## config.mk

```make
export PLATFORM = sky130hd
export DESIGN_NAME = axi_lite_to_reg_flat
export DESIGN_NICKNAME = d
export VERILOG_FILES = /design/src/rtl/axi_lite_to_reg_if.sv /design/src/rtl/axi_lite_to_reg.sv /design/src/flat_wrapper.sv
export SDC_FILE = /design/constraint.sdc
export NUM_CORES = 1
export LEC_CHECK = 0
export CORE_ASPECT_RATIO = 1.1
export CORE_MARGIN = 4
export CORE_UTILIZATION = 35
export CTS_BUF_LIST = sky130_fd_sc_hd__clkbuf_4
export CTS_CLUSTER_SIZE = 10
export DETAILED_ROUTE_END_ITERATION = 16
export PLACE_DENSITY = 0.89
export RECOVER_POWER = 25
export SLEW_MARGIN = 20
export SYNTH_ARGS = -nofsm -noshare
export SYNTH_HDL_FRONTEND = slang
export SYNTH_SLANG_ARGS = --single-unit
```

## constraint.sdc

```tcl
create_clock -name clk_i -period 1.6 [get_ports clk_i]
set_input_delay 0.32 -clock clk_i [delete_from_list [all_inputs] [get_ports clk_i]]
set_output_delay 0.32 -clock clk_i [all_outputs]
set_load 0.02 [all_outputs]
```

## src/rtl/axi_lite_to_reg_if.sv

```systemverilog
// Bus bundle for the AXI4-Lite to register-bus bridge. Signal suffixes are
// named from the bridge's point of view; the master modport is the environment.
interface axi_lite_to_reg_if #(
  parameter int ADDR_WIDTH = 32,
  parameter int DATA_WIDTH = 32
);
  localparam int STRB_WIDTH = DATA_WIDTH / 8;

  logic [ADDR_WIDTH-1:0] aw_addr_i;
  logic                  aw_valid_i;
  logic                  aw_ready_o;
  logic [DATA_WIDTH-1:0] w_data_i;
  logic [STRB_WIDTH-1:0] w_strb_i;
  logic                  w_valid_i;
  logic                  w_ready_o;
  logic [1:0]            b_resp_o;
  logic                  b_valid_o;
  logic                  b_ready_i;
  logic [ADDR_WIDTH-1:0] ar_addr_i;
  logic                  ar_valid_i;
  logic                  ar_ready_o;
  logic [DATA_WIDTH-1:0] r_data_o;
  logic [1:0]            r_resp_o;
  logic                  r_valid_o;
  logic                  r_ready_i;
  logic [ADDR_WIDTH-1:0] reg_addr_o;
  logic                  reg_write_o;
  logic [DATA_WIDTH-1:0] reg_wdata_o;
  logic [STRB_WIDTH-1:0] reg_wstrb_o;
  logic                  reg_valid_o;
  logic [DATA_WIDTH-1:0] reg_rdata_i;
  logic                  reg_error_i;
  logic                  reg_ready_i;

  modport slave (
    input  aw_addr_i, aw_valid_i, w_data_i, w_strb_i, w_valid_i, b_ready_i,
           ar_addr_i, ar_valid_i, r_ready_i, reg_rdata_i, reg_error_i, reg_ready_i,
    output aw_ready_o, w_ready_o, b_resp_o, b_valid_o, ar_ready_o, r_data_o,
           r_resp_o, r_valid_o, reg_addr_o, reg_write_o, reg_wdata_o, reg_wstrb_o,
           reg_valid_o
  );

  modport master (
    output aw_addr_i, aw_valid_i, w_data_i, w_strb_i, w_valid_i, b_ready_i,
           ar_addr_i, ar_valid_i, r_ready_i, reg_rdata_i, reg_error_i, reg_ready_i,
    input  aw_ready_o, w_ready_o, b_resp_o, b_valid_o, ar_ready_o, r_data_o,
           r_resp_o, r_valid_o, reg_addr_o, reg_write_o, reg_wdata_o, reg_wstrb_o,
           reg_valid_o
  );
endinterface

```

## src/rtl/axi_lite_to_reg.sv

```systemverilog
// AXI4-Lite slave to single-phase register-bus master; one transaction in
// flight, round-robin between simultaneous read and write requests.
//
// state   | meaning
// IDLE    | waiting for AW+W or AR, grants one
// REG_WR  | register-bus write request outstanding
// REG_RD  | register-bus read request outstanding
// WR_RESP | write response waiting for b_ready_i
// RD_RESP | read data/response waiting for r_ready_i
module axi_lite_to_reg #(
  parameter int ADDR_WIDTH = 32,
  parameter int DATA_WIDTH = 32
) (
  input logic                 clk_i,
  input logic                 rst_ni,
  axi_lite_to_reg_if.slave    bus
);
  localparam int STRB_WIDTH = DATA_WIDTH / 8;

  localparam logic [2:0] IDLE    = 3'd0;
  localparam logic [2:0] REG_WR  = 3'd1;
  localparam logic [2:0] REG_RD  = 3'd2;
  localparam logic [2:0] WR_RESP = 3'd3;
  localparam logic [2:0] RD_RESP = 3'd4;

  logic [2:0]            state_q, state_d;
  logic                  wr_prio_q, wr_prio_d;
  logic [ADDR_WIDTH-1:0] addr_q, addr_d;
  logic [DATA_WIDTH-1:0] wdata_q, wdata_d;
  logic [STRB_WIDTH-1:0] wstrb_q, wstrb_d;
  logic                  write_q, write_d;
  logic [DATA_WIDTH-1:0] rdata_q, rdata_d;
  logic [1:0]            bresp_q, bresp_d;
  logic [1:0]            rresp_q, rresp_d;

  logic wr_elig, rd_elig, is_idle, grant_wr, grant_rd, reg_valid, reg_done;
  logic [1:0] resp_in;

  assign wr_elig  = bus.aw_valid_i & bus.w_valid_i;
  assign rd_elig  = bus.ar_valid_i;
  // readies are combinational, so gate them with reset as well
  assign is_idle  = (state_q == IDLE) & rst_ni;
  assign grant_wr = is_idle & wr_elig & (wr_prio_q | ~rd_elig);
  assign grant_rd = is_idle & rd_elig & (~wr_prio_q | ~wr_elig);
  assign reg_valid = (state_q == REG_WR) | (state_q == REG_RD);
  assign reg_done  = reg_valid & bus.reg_ready_i;
  assign resp_in   = bus.reg_error_i ? 2'b10 : 2'b00;

  always_comb begin
    state_d   = state_q;
    wr_prio_d = wr_prio_q;
    addr_d    = addr_q;
    wdata_d   = wdata_q;
    wstrb_d   = wstrb_q;
    write_d   = write_q;
    rdata_d   = rdata_q;
    bresp_d   = bresp_q;
    rresp_d   = rresp_q;
    case (state_q)
      IDLE: begin
        if (grant_wr) begin
          state_d   = REG_WR;
          wr_prio_d = 1'b0;
          addr_d    = bus.aw_addr_i;
          wdata_d   = bus.w_data_i;
          wstrb_d   = bus.w_strb_i;
          write_d   = 1'b1;
        end else if (grant_rd) begin
          state_d   = REG_RD;
          wr_prio_d = 1'b1;
          addr_d    = bus.ar_addr_i;
          wdata_d   = '0;
          wstrb_d   = '0;
          write_d   = 1'b0;
        end
      end
      REG_WR: begin
        if (reg_done) begin
          state_d = WR_RESP;
          bresp_d = resp_in;
        end
      end
      REG_RD: begin
        if (reg_done) begin
          state_d = RD_RESP;
          rresp_d = resp_in;
          rdata_d = bus.reg_rdata_i;
        end
      end
      WR_RESP: if (bus.b_ready_i) state_d = IDLE;
      RD_RESP: if (bus.r_ready_i) state_d = IDLE;
      default: state_d = IDLE;
    endcase
  end

  always_ff @(posedge clk_i or negedge rst_ni) begin
    if (!rst_ni) begin
      state_q   <= IDLE;
      wr_prio_q <= 1'b1;
      addr_q    <= '0;
      wdata_q   <= '0;
      wstrb_q   <= '0;
      write_q   <= 1'b0;
      rdata_q   <= '0;
      bresp_q   <= 2'b00;
      rresp_q   <= 2'b00;
    end else begin
      state_q   <= state_d;
      wr_prio_q <= wr_prio_d;
      addr_q    <= addr_d;
      wdata_q   <= wdata_d;
      wstrb_q   <= wstrb_d;
      write_q   <= write_d;
      rdata_q   <= rdata_d;
      bresp_q   <= bresp_d;
      rresp_q   <= rresp_d;
    end
  end

  assign bus.aw_ready_o  = grant_wr;
  assign bus.w_ready_o   = grant_wr;
  assign bus.ar_ready_o  = grant_rd;
  assign bus.reg_valid_o = reg_valid;
  assign bus.reg_addr_o  = addr_q;
  assign bus.reg_wdata_o = wdata_q;
  assign bus.reg_wstrb_o = wstrb_q;
  assign bus.reg_write_o = write_q;
  assign bus.b_valid_o   = (state_q == WR_RESP);
  assign bus.b_resp_o    = bresp_q;
  assign bus.r_valid_o   = (state_q == RD_RESP);
  assign bus.r_resp_o    = rresp_q;
  assign bus.r_data_o    = rdata_q;
endmodule

```

## src/flat_wrapper.sv

```systemverilog
// flat-port wrapper written by rule: the top's interface ports become plain ports
module axi_lite_to_reg_flat 
#(
  parameter int ADDR_WIDTH = 32,
  parameter int DATA_WIDTH = 32
)
  (clk_i, rst_ni, bus_aw_addr_i, bus_aw_valid_i, bus_w_data_i, bus_w_strb_i, bus_w_valid_i, bus_b_ready_i, bus_ar_addr_i, bus_ar_valid_i, bus_r_ready_i, bus_reg_rdata_i, bus_reg_error_i, bus_reg_ready_i, bus_aw_ready_o, bus_w_ready_o, bus_b_resp_o, bus_b_valid_o, bus_ar_ready_o, bus_r_data_o, bus_r_resp_o, bus_r_valid_o, bus_reg_addr_o, bus_reg_write_o, bus_reg_wdata_o, bus_reg_wstrb_o, bus_reg_valid_o);
  axi_lite_to_reg_if #(.ADDR_WIDTH(ADDR_WIDTH), .DATA_WIDTH(DATA_WIDTH)) bus_i ();
  input logic clk_i;
  input logic rst_ni;
  input wire logic [$bits(bus_i.aw_addr_i)-1:0] bus_aw_addr_i;
  input wire logic [$bits(bus_i.aw_valid_i)-1:0] bus_aw_valid_i;
  input wire logic [$bits(bus_i.w_data_i)-1:0] bus_w_data_i;
  input wire logic [$bits(bus_i.w_strb_i)-1:0] bus_w_strb_i;
  input wire logic [$bits(bus_i.w_valid_i)-1:0] bus_w_valid_i;
  input wire logic [$bits(bus_i.b_ready_i)-1:0] bus_b_ready_i;
  input wire logic [$bits(bus_i.ar_addr_i)-1:0] bus_ar_addr_i;
  input wire logic [$bits(bus_i.ar_valid_i)-1:0] bus_ar_valid_i;
  input wire logic [$bits(bus_i.r_ready_i)-1:0] bus_r_ready_i;
  input wire logic [$bits(bus_i.reg_rdata_i)-1:0] bus_reg_rdata_i;
  input wire logic [$bits(bus_i.reg_error_i)-1:0] bus_reg_error_i;
  input wire logic [$bits(bus_i.reg_ready_i)-1:0] bus_reg_ready_i;
  output wire logic [$bits(bus_i.aw_ready_o)-1:0] bus_aw_ready_o;
  output wire logic [$bits(bus_i.w_ready_o)-1:0] bus_w_ready_o;
  output wire logic [$bits(bus_i.b_resp_o)-1:0] bus_b_resp_o;
  output wire logic [$bits(bus_i.b_valid_o)-1:0] bus_b_valid_o;
  output wire logic [$bits(bus_i.ar_ready_o)-1:0] bus_ar_ready_o;
  output wire logic [$bits(bus_i.r_data_o)-1:0] bus_r_data_o;
  output wire logic [$bits(bus_i.r_resp_o)-1:0] bus_r_resp_o;
  output wire logic [$bits(bus_i.r_valid_o)-1:0] bus_r_valid_o;
  output wire logic [$bits(bus_i.reg_addr_o)-1:0] bus_reg_addr_o;
  output wire logic [$bits(bus_i.reg_write_o)-1:0] bus_reg_write_o;
  output wire logic [$bits(bus_i.reg_wdata_o)-1:0] bus_reg_wdata_o;
  output wire logic [$bits(bus_i.reg_wstrb_o)-1:0] bus_reg_wstrb_o;
  output wire logic [$bits(bus_i.reg_valid_o)-1:0] bus_reg_valid_o;
  assign bus_i.aw_addr_i = bus_aw_addr_i;
  assign bus_i.aw_valid_i = bus_aw_valid_i;
  assign bus_i.w_data_i = bus_w_data_i;
  assign bus_i.w_strb_i = bus_w_strb_i;
  assign bus_i.w_valid_i = bus_w_valid_i;
  assign bus_i.b_ready_i = bus_b_ready_i;
  assign bus_i.ar_addr_i = bus_ar_addr_i;
  assign bus_i.ar_valid_i = bus_ar_valid_i;
  assign bus_i.r_ready_i = bus_r_ready_i;
  assign bus_i.reg_rdata_i = bus_reg_rdata_i;
  assign bus_i.reg_error_i = bus_reg_error_i;
  assign bus_i.reg_ready_i = bus_reg_ready_i;
  assign bus_aw_ready_o = bus_i.aw_ready_o;
  assign bus_w_ready_o = bus_i.w_ready_o;
  assign bus_b_resp_o = bus_i.b_resp_o;
  assign bus_b_valid_o = bus_i.b_valid_o;
  assign bus_ar_ready_o = bus_i.ar_ready_o;
  assign bus_r_data_o = bus_i.r_data_o;
  assign bus_r_resp_o = bus_i.r_resp_o;
  assign bus_r_valid_o = bus_i.r_valid_o;
  assign bus_reg_addr_o = bus_i.reg_addr_o;
  assign bus_reg_write_o = bus_i.reg_write_o;
  assign bus_reg_wdata_o = bus_i.reg_wdata_o;
  assign bus_reg_wstrb_o = bus_i.reg_wstrb_o;
  assign bus_reg_valid_o = bus_i.reg_valid_o;
  axi_lite_to_reg #(.ADDR_WIDTH(ADDR_WIDTH), .DATA_WIDTH(DATA_WIDTH)) u_core (.clk_i(clk_i), .rst_ni(rst_ni), .bus(bus_i));
endmodule
```

Word level (Yosys, flattened, before mapping)
Cells that the tools add are included.
- register bits after elaboration: 109
- bits in latches: 0
- memory bits (writable): 0
- ROM bits: 0
- input bits: 141
- output and inout port bits: 111
- word-level logic and storage cells: 55
- memories kept: 0
- add/sub/neg operators: 0
- $mul: 0
- divide/modulo/power cells: 0
- magnitude comparators: 0
- equality and inequality tests: 9
- shifts and indexed selects: 0
- muxes and demuxes: 18
- bitwise gates (word level): 13
- reduce and logical (&&, ||, !) cells: 6
- operators with widths (operator ; number):
    $mux W32 ; 4
    $mux W3 ; 6
    $pmux W3 S5 ; 1
    $mux W4 ; 2
    $and A1 B1 Y1 ; 7
    $eq A3 B2 Y1 const B ; 2
    $reduce_and A2 Y1 ; 3
    $reduce_and A5 Y1 ; 1
    $mux W1 ; 4
    $ne A2 B1 Y1 const B ; 2
    $ne A2 B2 Y1 const B ; 2
    $eq A3 B1 Y1 const B ; 1
    $eq A3 B3 Y1 const B ; 1
    $logic_not A3 Y1 ; 1
    $ne A3 B3 Y1 const B ; 1
    $not A1 Y1 ; 3
    $or A1 B1 Y1 ; 3
    $mux W2 ; 1
    $reduce_bool A2 Y1 ; 1

Depth between registers and ports, before layout
Gate-level depths: netlist (run 1).
- depth after elaboration: 7
- mapped depth: 6
- mapped depth without buffers: 4

Least setup slack after synthesis (run 1)
Ideal clock, no wire load.
- path type: register to output
- from: reg u_core.state_q[0]
- to: out bus_w_ready_o
- arrival: 1.508 ns
- data required time: 1.280 ns
- slack: -0.228 ns
- cell stages (with the launch flop): 7
- path buffers: 3
- cell sequence: dfrtp_1 buf_6 nor4b_2 nand3_1 inv_2 buf_2 buf_4
- word-level cells in the longest chain between the ends: 4
- RTL lines (item ; RTL line ; source):
    start, declared ; axi_lite_to_reg.sv:26 ; logic [2:0] state_q, state_d;
    start signal, assigned ; axi_lite_to_reg.sv:108 ; state_q <= state_d;
    $logic_not A3 Y1 ; axi_lite_to_reg.sv:42 ; assign is_idle = (state_q == IDLE) & rst_ni;
    $and A1 B1 Y1 ; axi_lite_to_reg.sv:42 ;
    $and A1 B1 Y1 (2 in a row) ; axi_lite_to_reg.sv:43 ; assign grant_wr = is_idle & wr_elig & (wr_prio_q | ~rd_elig);
    end, declared ; flat_wrapper.sv:24 ; output wire logic [$bits(bus_i.w_ready_o)-1:0] bus_w_ready_o;
No other way between the ends.

Final worst setup path (run 1)
- from: reg u_core.state_q[1]
- to: out bus_w_ready_o
The elaborated chain is that of the path after synthesis.

==> results of run 1 <==
-- layout by cell type (no fill, tap or decap), drive strengths merged, types with 3 or more instances in the layout --
cell type / instances
clkdlybuf4s50: 139
dfrtp: 106
dlygate4sd2: 97
buf: 39
a22o: 36
mux2: 34
o21a: 33
a221o: 32
clkbuf: 16
clkdlybuf4s15: 6
or4b: 4
inv: 4
clkinvlp: 3
nand3: 3
nor4b: 3
-- layout make-up --
cell class | count | area (um^2)
Clock buffer | 11 | 82.58
Clock inverter | 5 | 61.31
Fill cell | 970 | 4524
Inverter | 4 | 21.27
Multi-Input combinational cell | 163 | 1665
Sequential cell | 107 | 2679
Tap cell | 154 | 192.7
Timing Repair Buffer | 286 | 2808
-- path summary, 6_finish.rpt --
| kind | from | end | slack, ns | cells after the start |
|---|---|---|---|---|
| max | u_core.state_q[1] | bus_w_ready_o | -0.34 | 5 |
| min | rst_ni | u_core.bus.b_resp_o[1] | 0.29 | 3 |
| max reg2reg | u_core.state_q[2] | u_core.bus.reg_addr_o[9] | -0.30 | 5 |
| min reg2reg | u_core.bus.reg_wdata_o[21] | u_core.bus.reg_wdata_o[21] | 0.51 | 1 |
| max in group asynchronous | rst_ni | u_core.bus.reg_wdata_o[21] | 0.10 | 4 |
| min in group clk_i | bus_w_strb_i[3] | u_core.bus.reg_wstrb_o[3] | 0.46 | 2 |
-- critical path, stage by stage, from the launching register on --
cell	delay, ns
sky130_fd_sc_hd__dfrtp_1	0.42
sky130_fd_sc_hd__nor4b_2	0.28
sky130_fd_sc_hd__buf_4	0.19
sky130_fd_sc_hd__nand3_4	0.09
sky130_fd_sc_hd__inv_6	0.09
sky130_fd_sc_hd__buf_6	0.11
-- state kept, by name, summed over array words and instances (netlist names) --
signal	count
u_core.bus.r_data_o	32
u_core.bus.reg_wstrb_o	4
u_core.bus.b_resp_o	1
u_core.wr_prio_q	1
u_core.bus.reg_wdata_o	32
u_core.bus.reg_addr_o	32
u_core.bus.reg_write_o	1
u_core.state_q	3
u_core.bus.r_resp_o	1
-- where the power goes --
| part | internal, mW | total, mW | switching (mW) | leakage, nW |
|---|---|---|---|---|
| Sequential | 4.00 | 4.75 | 0.755 | 1.35 |
| Combinational | 3.76 | 7.51 | 3.75 | 2.14 |
| Clock | 0.518 | 1.41 | 0.895 | 0.0697 |
-- cell families after synthesis --
kind of cell	Yosys count
other	1
XOR/XNOR	1
AND/OR/NAND/NOR	15
buffers and inverters	33
flip-flops	107
AO/OA/AOI/OAI	108
multiplexers	34
-- metal layers --
| layer | wire length (um) | vias up | GRT usage (%) |
|---|---|---|---|
| met1 | 5904 | 1831 | 24.43 |
| li1 | - | 1693 | - |
| met3 | 1161 | 27 | 5.345 |
| met2 | 7762 | 189 | 35.70 |
| met4 | 340 | 0 | 7.426 |
| met5 | 0 | - | 0 |
-- timing repair --
action / CTS / global route
endpoints found under the hold margin: 0 / 0
cloned: 5 / 4
hold buffers: 0 / 0
setup endpoints to repair: 197 / 110
setup buffers: 5 / 6
pin swaps: 7 / 4
resized for setup: 182 / 27
==> results.md, run 1 <==
- Status: complete, but fails checks
- Failing checks: setup timing
- Setup slack at placement: -0.5866 ns
- Count of final max-slew check failures: 0
- Setup ws final: -0.3430 ns
- Leading post-synthesis cells by cell area: sky130_fd_sc_hd__dfrtp_1, sky130_fd_sc_hd__mux2_2, sky130_fd_sc_hd__a221o_1
- Top flip-flop cell by instance count after synthesis: sky130_fd_sc_hd__dfrtp_1
- Tcrit/Tclk final: 121.4%
- Number of warnings issued by yosys: 0
- Number of antenna violations at the first check in global routing: 0
- Number of input and output port buffers inserted: 249
- Clock Path Buffers: 2
- Finished Core Util: 62.40%
- Horizontal die dimension: 113.7 um
- Number of buffers added by the clock tree synthesis step: 9
- Worst clock skew: between 0.02 and 0.025 ns
- CTS Root Buffer Type: sky130_fd_sc_hd__clkbuf_4
- Routed length per instance: 20.78 um
- Top-count cell post-synth: sky130_fd_sc_hd__dfrtp_1
- Yosys reg bits: between 100 and 150
- Leakage power: 3.553 nW
- Core Area: between 0.01 and 0.015 mm^2
- Per-instance average area after synthesis: approximately 14 um^2
- Startpoint type of the worst setup path: register
- Critical path data required time: 1.28 ns
- Post-synth top area cell: sky130_fd_sc_hd__dfrtp_1
- Clock slew at reported path FFs: 0.17 ns
- TritonCTS clock tree: yes
- Post-detail-place hpwl: 10260 um
- Total global routing overflow: 0
- Non-filler instance count after layout: 730
- Worst hold slack across all endpoints: 0.2924 ns
- Multiplexer area fraction after synthesis: 8.895%
- Deepest level of the CTS H-tree: 3
- Distinct cell type count after synthesis: 31
- Post-synthesis share of cell area spent on full adders, half adders and majority gates: 0%
- Fraction of synthesized cell area in xor and xnor cells: less than 1%
- Tightest Pin Transition: 0.7247 ns
- Share of cells above drive strength 1: 18.75%
- Total standard cell area after synthesis: 0.004304 mm^2
- Final-report setup violation count: a little over 80
- Total vias in the final route: roughly 3700
- Total design power: around 14 mW
- Final std cell area, no fill: about 0.0075 mm^2
- Detailed-routing iteration count for the pre-antenna-repair pass: 4
- Std-Cell Rows: 42
- Starting density of the core: a little over a third
- Max transition margin: 51.68%
- Vias in the first global route: 4094
- Number of DRC violations after detailed-routing iteration 0: 228
- Arrival time of data at the critical path endpoint: 1.62 ns
- Die Height: 124.3 um
- Clk sink count: around 110
- Clock latency on the worst-skew pair: 0.45 ns
- Proportion of register bits with asynchronous set or reset after synthesis: 100.0%
- Count of final hold-check violations: 0
- Antenna-violating nets left: 0
- Reported max-cap violation count: 0
- Timing-limited maximum frequency: 514.7 MHz
- Area fraction in and, or, nand and nor cells after synthesis: under 10%
- RSZ-0062 raised after global routing: yes
- Post-route DRC: 0
- Number of flops mapped to enable cells by yosys: 0
- Area growth syn-to-layout: 74.48%
- Pwr dens: 1821 mW/mm^2
- Number of vias per cell after detailed routing: 5.123
- Max IR drop VDD: between 0.9 and 1 mV
- Post-synthesis instance total: 299
- Endpoint type of the worst setup path: output port
- Post-route setup TNS: -14.56 ns
- Number of top-level design ports: ~250
- Combinational family with the most area after synthesis: compound AO/OA/AOI/OAI gates
- Antenna diodes: 0
- Total wire length: 15170 um
- Top cells by count, synth: sky130_fd_sc_hd__dfrtp_1, sky130_fd_sc_hd__a22o_1, sky130_fd_sc_hd__mux2_2, sky130_fd_sc_hd__o21a_1, sky130_fd_sc_hd__a221o_1
- Routability congestion estimate from global placement: 0.8463
- Maximum number of pins on one net before global-route repair: 58
- Total die area: 0.01414 mm^2
- Min Clock Period, post-route: 1.943 ns
- Post-synthesis compound-gate area fraction: 21.54%
- Number of cells in the design after placement: 697
- Critical path start-end classification: register to output port
- Sequential area share after synthesis: 62.24%
- Net total in the final layout: 712
- Area fraction of the dominant cell type after synthesis: 61.63%
- Placed standard-cell area: ~0.007 mm^2
- Wire length of the first global-routing pass: 22830 um
- Hold Path Class: primary input to async pin
- Aggregate global-route resource usage: 20.60%
- Highest fanout seen on the critical path: 5
Note: power is estimated with default switching activity, not from simulation.
==> run 2, diff against run 1 <==
--- a/config.mk
+++ b/config.mk
@@ -7,11 +7,11 @@
 export LEC_CHECK = 0
 export CORE_ASPECT_RATIO = 1.1
 export CORE_MARGIN = 4
-export CORE_UTILIZATION = 35
+export CORE_UTILIZATION = 39
 export CTS_BUF_LIST = sky130_fd_sc_hd__clkbuf_4
 export CTS_CLUSTER_SIZE = 10
 export DETAILED_ROUTE_END_ITERATION = 16
-export PLACE_DENSITY = 0.89
+export PLACE_DENSITY = 0.94
 export RECOVER_POWER = 25
 export SLEW_MARGIN = 20
 export SYNTH_ARGS = -nofsm -noshare
==> constraint.sdc (replaced) <==
create_clock -name clk_i -period 2.04 [get_ports clk_i]
set_input_delay 0.408 -clock clk_i [delete_from_list [all_inputs] [get_ports clk_i]]
set_output_delay 0.408 -clock clk_i [all_outputs]
set_load 0.02 [all_outputs]
==> run 2 against run 1 <==
  * The run still ends with setup timing left
  * Critical path depth is the same
  * Hold slack gained 0.13 ns
  * Combinational power shrank 22%
  * Critical path type unchanged
  * Clock power shrank 38%
  * Sequential power shrank 21%
  * Non-clock buffer count shrank 11
  * Utilization grew 5.1 points
  * Final area shrank 4.8%
  * Die area shrank 9.6%
  * Count of clock-buffer cells in the layout shrank 2
  * Routed wire length shrank 7.8%
  * Sequential share of layout area grew 1.8 points
==> results.md, run 2 (synthesis results as in run 1) <==
- Setup slack at placement: -0.3151 ns
- Fillers: 746
- Total global routing overflow: 0
- Clock slew at reported path FFs: 0.15 ns
- Min Clock Period, post-route: 2.063 ns
- Met2 routing resource usage after global routing: 38.34%
- Arrival time of data at the critical path endpoint: between 1.5 and 2 ns
- Wire length of the first global-routing pass: 21740 um
- Number of input and output port buffers inserted: 249
- Leakage power: 3.051 nW
- Top library cells by usage in the layout, fill and taps aside: sky130_fd_sc_hd__clkdlybuf4s50_1, sky130_fd_sc_hd__dfrtp_1, sky130_fd_sc_hd__a22o_1
- Core Area: between 0.01 and 0.015 mm^2
- Final-report setup violation count: 5
- Die Height: 118.2 um
- Number of buffers added by the clock tree synthesis step: 9
- Critical path start-end classification: register to output port
- RSZ-0062 raised after global routing: yes
- Clk sink count: approximately 110
- Startpoint type of the worst setup path: register
- Net total in the final layout: 698
- Total wire length: 13990 um
- Pwr dens: 1468 mW/mm^2
- Tightest Pin Transition: 1.202 ns
- Max transition margin: approximately a fifth
- Antenna-violating nets left: 0
- Status: complete, but fails checks
- Post-route DRC: 0
- Endpoint type of the worst setup path: output port
- Met3 GRT Util: 6.489%
- Area growth syn-to-layout: 66.05%
- Clock latency on the worst-skew pair: between 0.4 and 0.5 ns
- Total vias in the final route: between 3000 and 4000
- Reported max-cap violation count: 0
- Number of vias per cell after detailed routing: 5.199
- Std-Cell Rows: 39
- Count of final hold-check violations: 0
- Routed length per instance: 19.92 um
- Number of DRC violations after detailed-routing iteration 0: 186
- Setup ws final: -0.02299 ns
- Number of antenna violations at the first check in global routing: 0
- Clock Path Buffers: 2
- Antenna diodes: 0
- Global routing usage on met1: 25.00%
- Starting density of the core: between 40% and 50%
- Highest fanout seen on the critical path: 2
- Failing checks: setup timing
- CTS Root Buffer Type: sky130_fd_sc_hd__clkbuf_4
- Routability congestion estimate from global placement: 0.7391
- Hold Path Class: primary input to async pin
- Deepest level of the CTS H-tree: 3
- Tcrit/Tclk final: 101.1%
- Count of final max-slew check failures: 0
- Share of cells above drive strength 1: 15.74%
- Post-detail-place hpwl: 10430 um
- Final std cell area, no fill: 0.007147 mm^2
- Aggregate global-route resource usage: 21.65%
- Placed standard-cell area: 0.007020 mm^2
- Number of top-level design ports: 252
- TritonCTS clock tree: yes
- Horizontal die dimension: approximately 110 um
- Total die area: 0.01278 mm^2
- Most common library cell in the layout ignoring fill and taps: sky130_fd_sc_hd__clkdlybuf4s50_1
- Detailed-routing iteration count for the pre-antenna-repair pass: 4
- Vias in the first global route: ~4200
- Timing-limited maximum frequency: 484.7 MHz
- Maximum number of pins on one net before global-route repair: 59
- Max IR drop VDD: between 0.9 and 1 mV
- Worst clock skew: between 0.01 and 0.015 ns
- Busiest metal layer after global routing: met2
- Critical path data required time: roughly 1.6 ns
-- run 2: cell types whose count changed in the layout (fill, tap and decap cells not counted), sizes merged --
cell and change:
clkinvlp -2, bufinv -1, clkdlybuf4s50 +103, clkinv +3, clkbuf -2, dlygate4sd2 -97
clkdlybuf4s15 -6, buf -11, inv -1, or4b -3
-- run 2: cell type report --
class | count | area (um^2) | area share (%)
Clock buffer | 9 | 67.56 | 0.9454
Clock inverter | 4 | 21.27 | 0.2976
Sequential cell | 107 | 2679 | 37.48
Inverter | 4 | 22.52 | 0.3151
Tap cell | 143 | 178.9 | 2.504
Multi-Input combinational cell | 160 | 1484 | 20.76
Timing Repair Buffer | 275 | 2694 | 37.69
-- run 2: per-stage QoR --
step	hold slack (ns)	util, %	instances	power [mW]	TNS (ns)
floorplan	0.1124	-	300	6.702	0
global placement	0.4811	66.30	685	9.449	-2.167
detailed placement	0.4821	66.30	685	9.665	-3.914
CTS	0.1457	67.52	700	10.61	-0.1368
global route	0.5124	67.49	702	11.05	-10.16
finish	0.4223	67.49	702	10.49	-0.06627
-- run 2: repair_timing --
item | in CTS | in global routing
gates resized for setup | 26 | 6
endpoints found under the hold margin | 0 | 0
setup endpoints to repair | 6 | 51
pin swaps | 1 | 15
buffers inserted | 2 | 2
hold buffers | 0 | 0
-- run 2: layer usage --
metal	routed length [um]	up-vias	share of wire, %
met5	0	-	0
met4	182	0	1.3
met3	1229	17	8.8
met2	7300	181	52
met1	5273	1797	38
li1	-	1655	-
-- run 2: critical path, cell delays in order, from the launching register on --
cell                       delay [ns]
sky130_fd_sc_hd__dfrtp_1         0.43
sky130_fd_sc_hd__nor4b_4         0.36
sky130_fd_sc_hd__buf_4           0.19
sky130_fd_sc_hd__nand3_4         0.07
sky130_fd_sc_hd__clkinv_4        0.06
sky130_fd_sc_hd__buf_6           0.11
-- run 2: report_power, final --
part / internal (mW) / total [mW] / leakage (nW) / switching [mW]
combinational: 3.12 / 5.87 / 1.65 / 2.76
clock: 0.225 / 0.871 / 0.0509 / 0.646
sequential: 3.14 / 3.75 / 1.35 / 0.611
-- run 2: final timing paths --
kind                                         from                  endpoint  slack, ns  cells past startpoint
min                                        rst_ni   u_core.bus.r_data_o[25]       0.42                      3
max                             u_core.state_q[0]            bus_ar_ready_o      -0.02                      5
min reg2reg                u_core.bus.reg_write_o    u_core.bus.reg_write_o       0.52                      1
max reg2reg                     u_core.state_q[0]    u_core.bus.r_data_o[1]      -0.01                      4
max in group asynchronous                  rst_ni  u_core.bus.reg_addr_o[6]       0.25                      4
min in group clk_i         u_core.bus.reg_write_o    u_core.bus.reg_write_o       0.52                      1
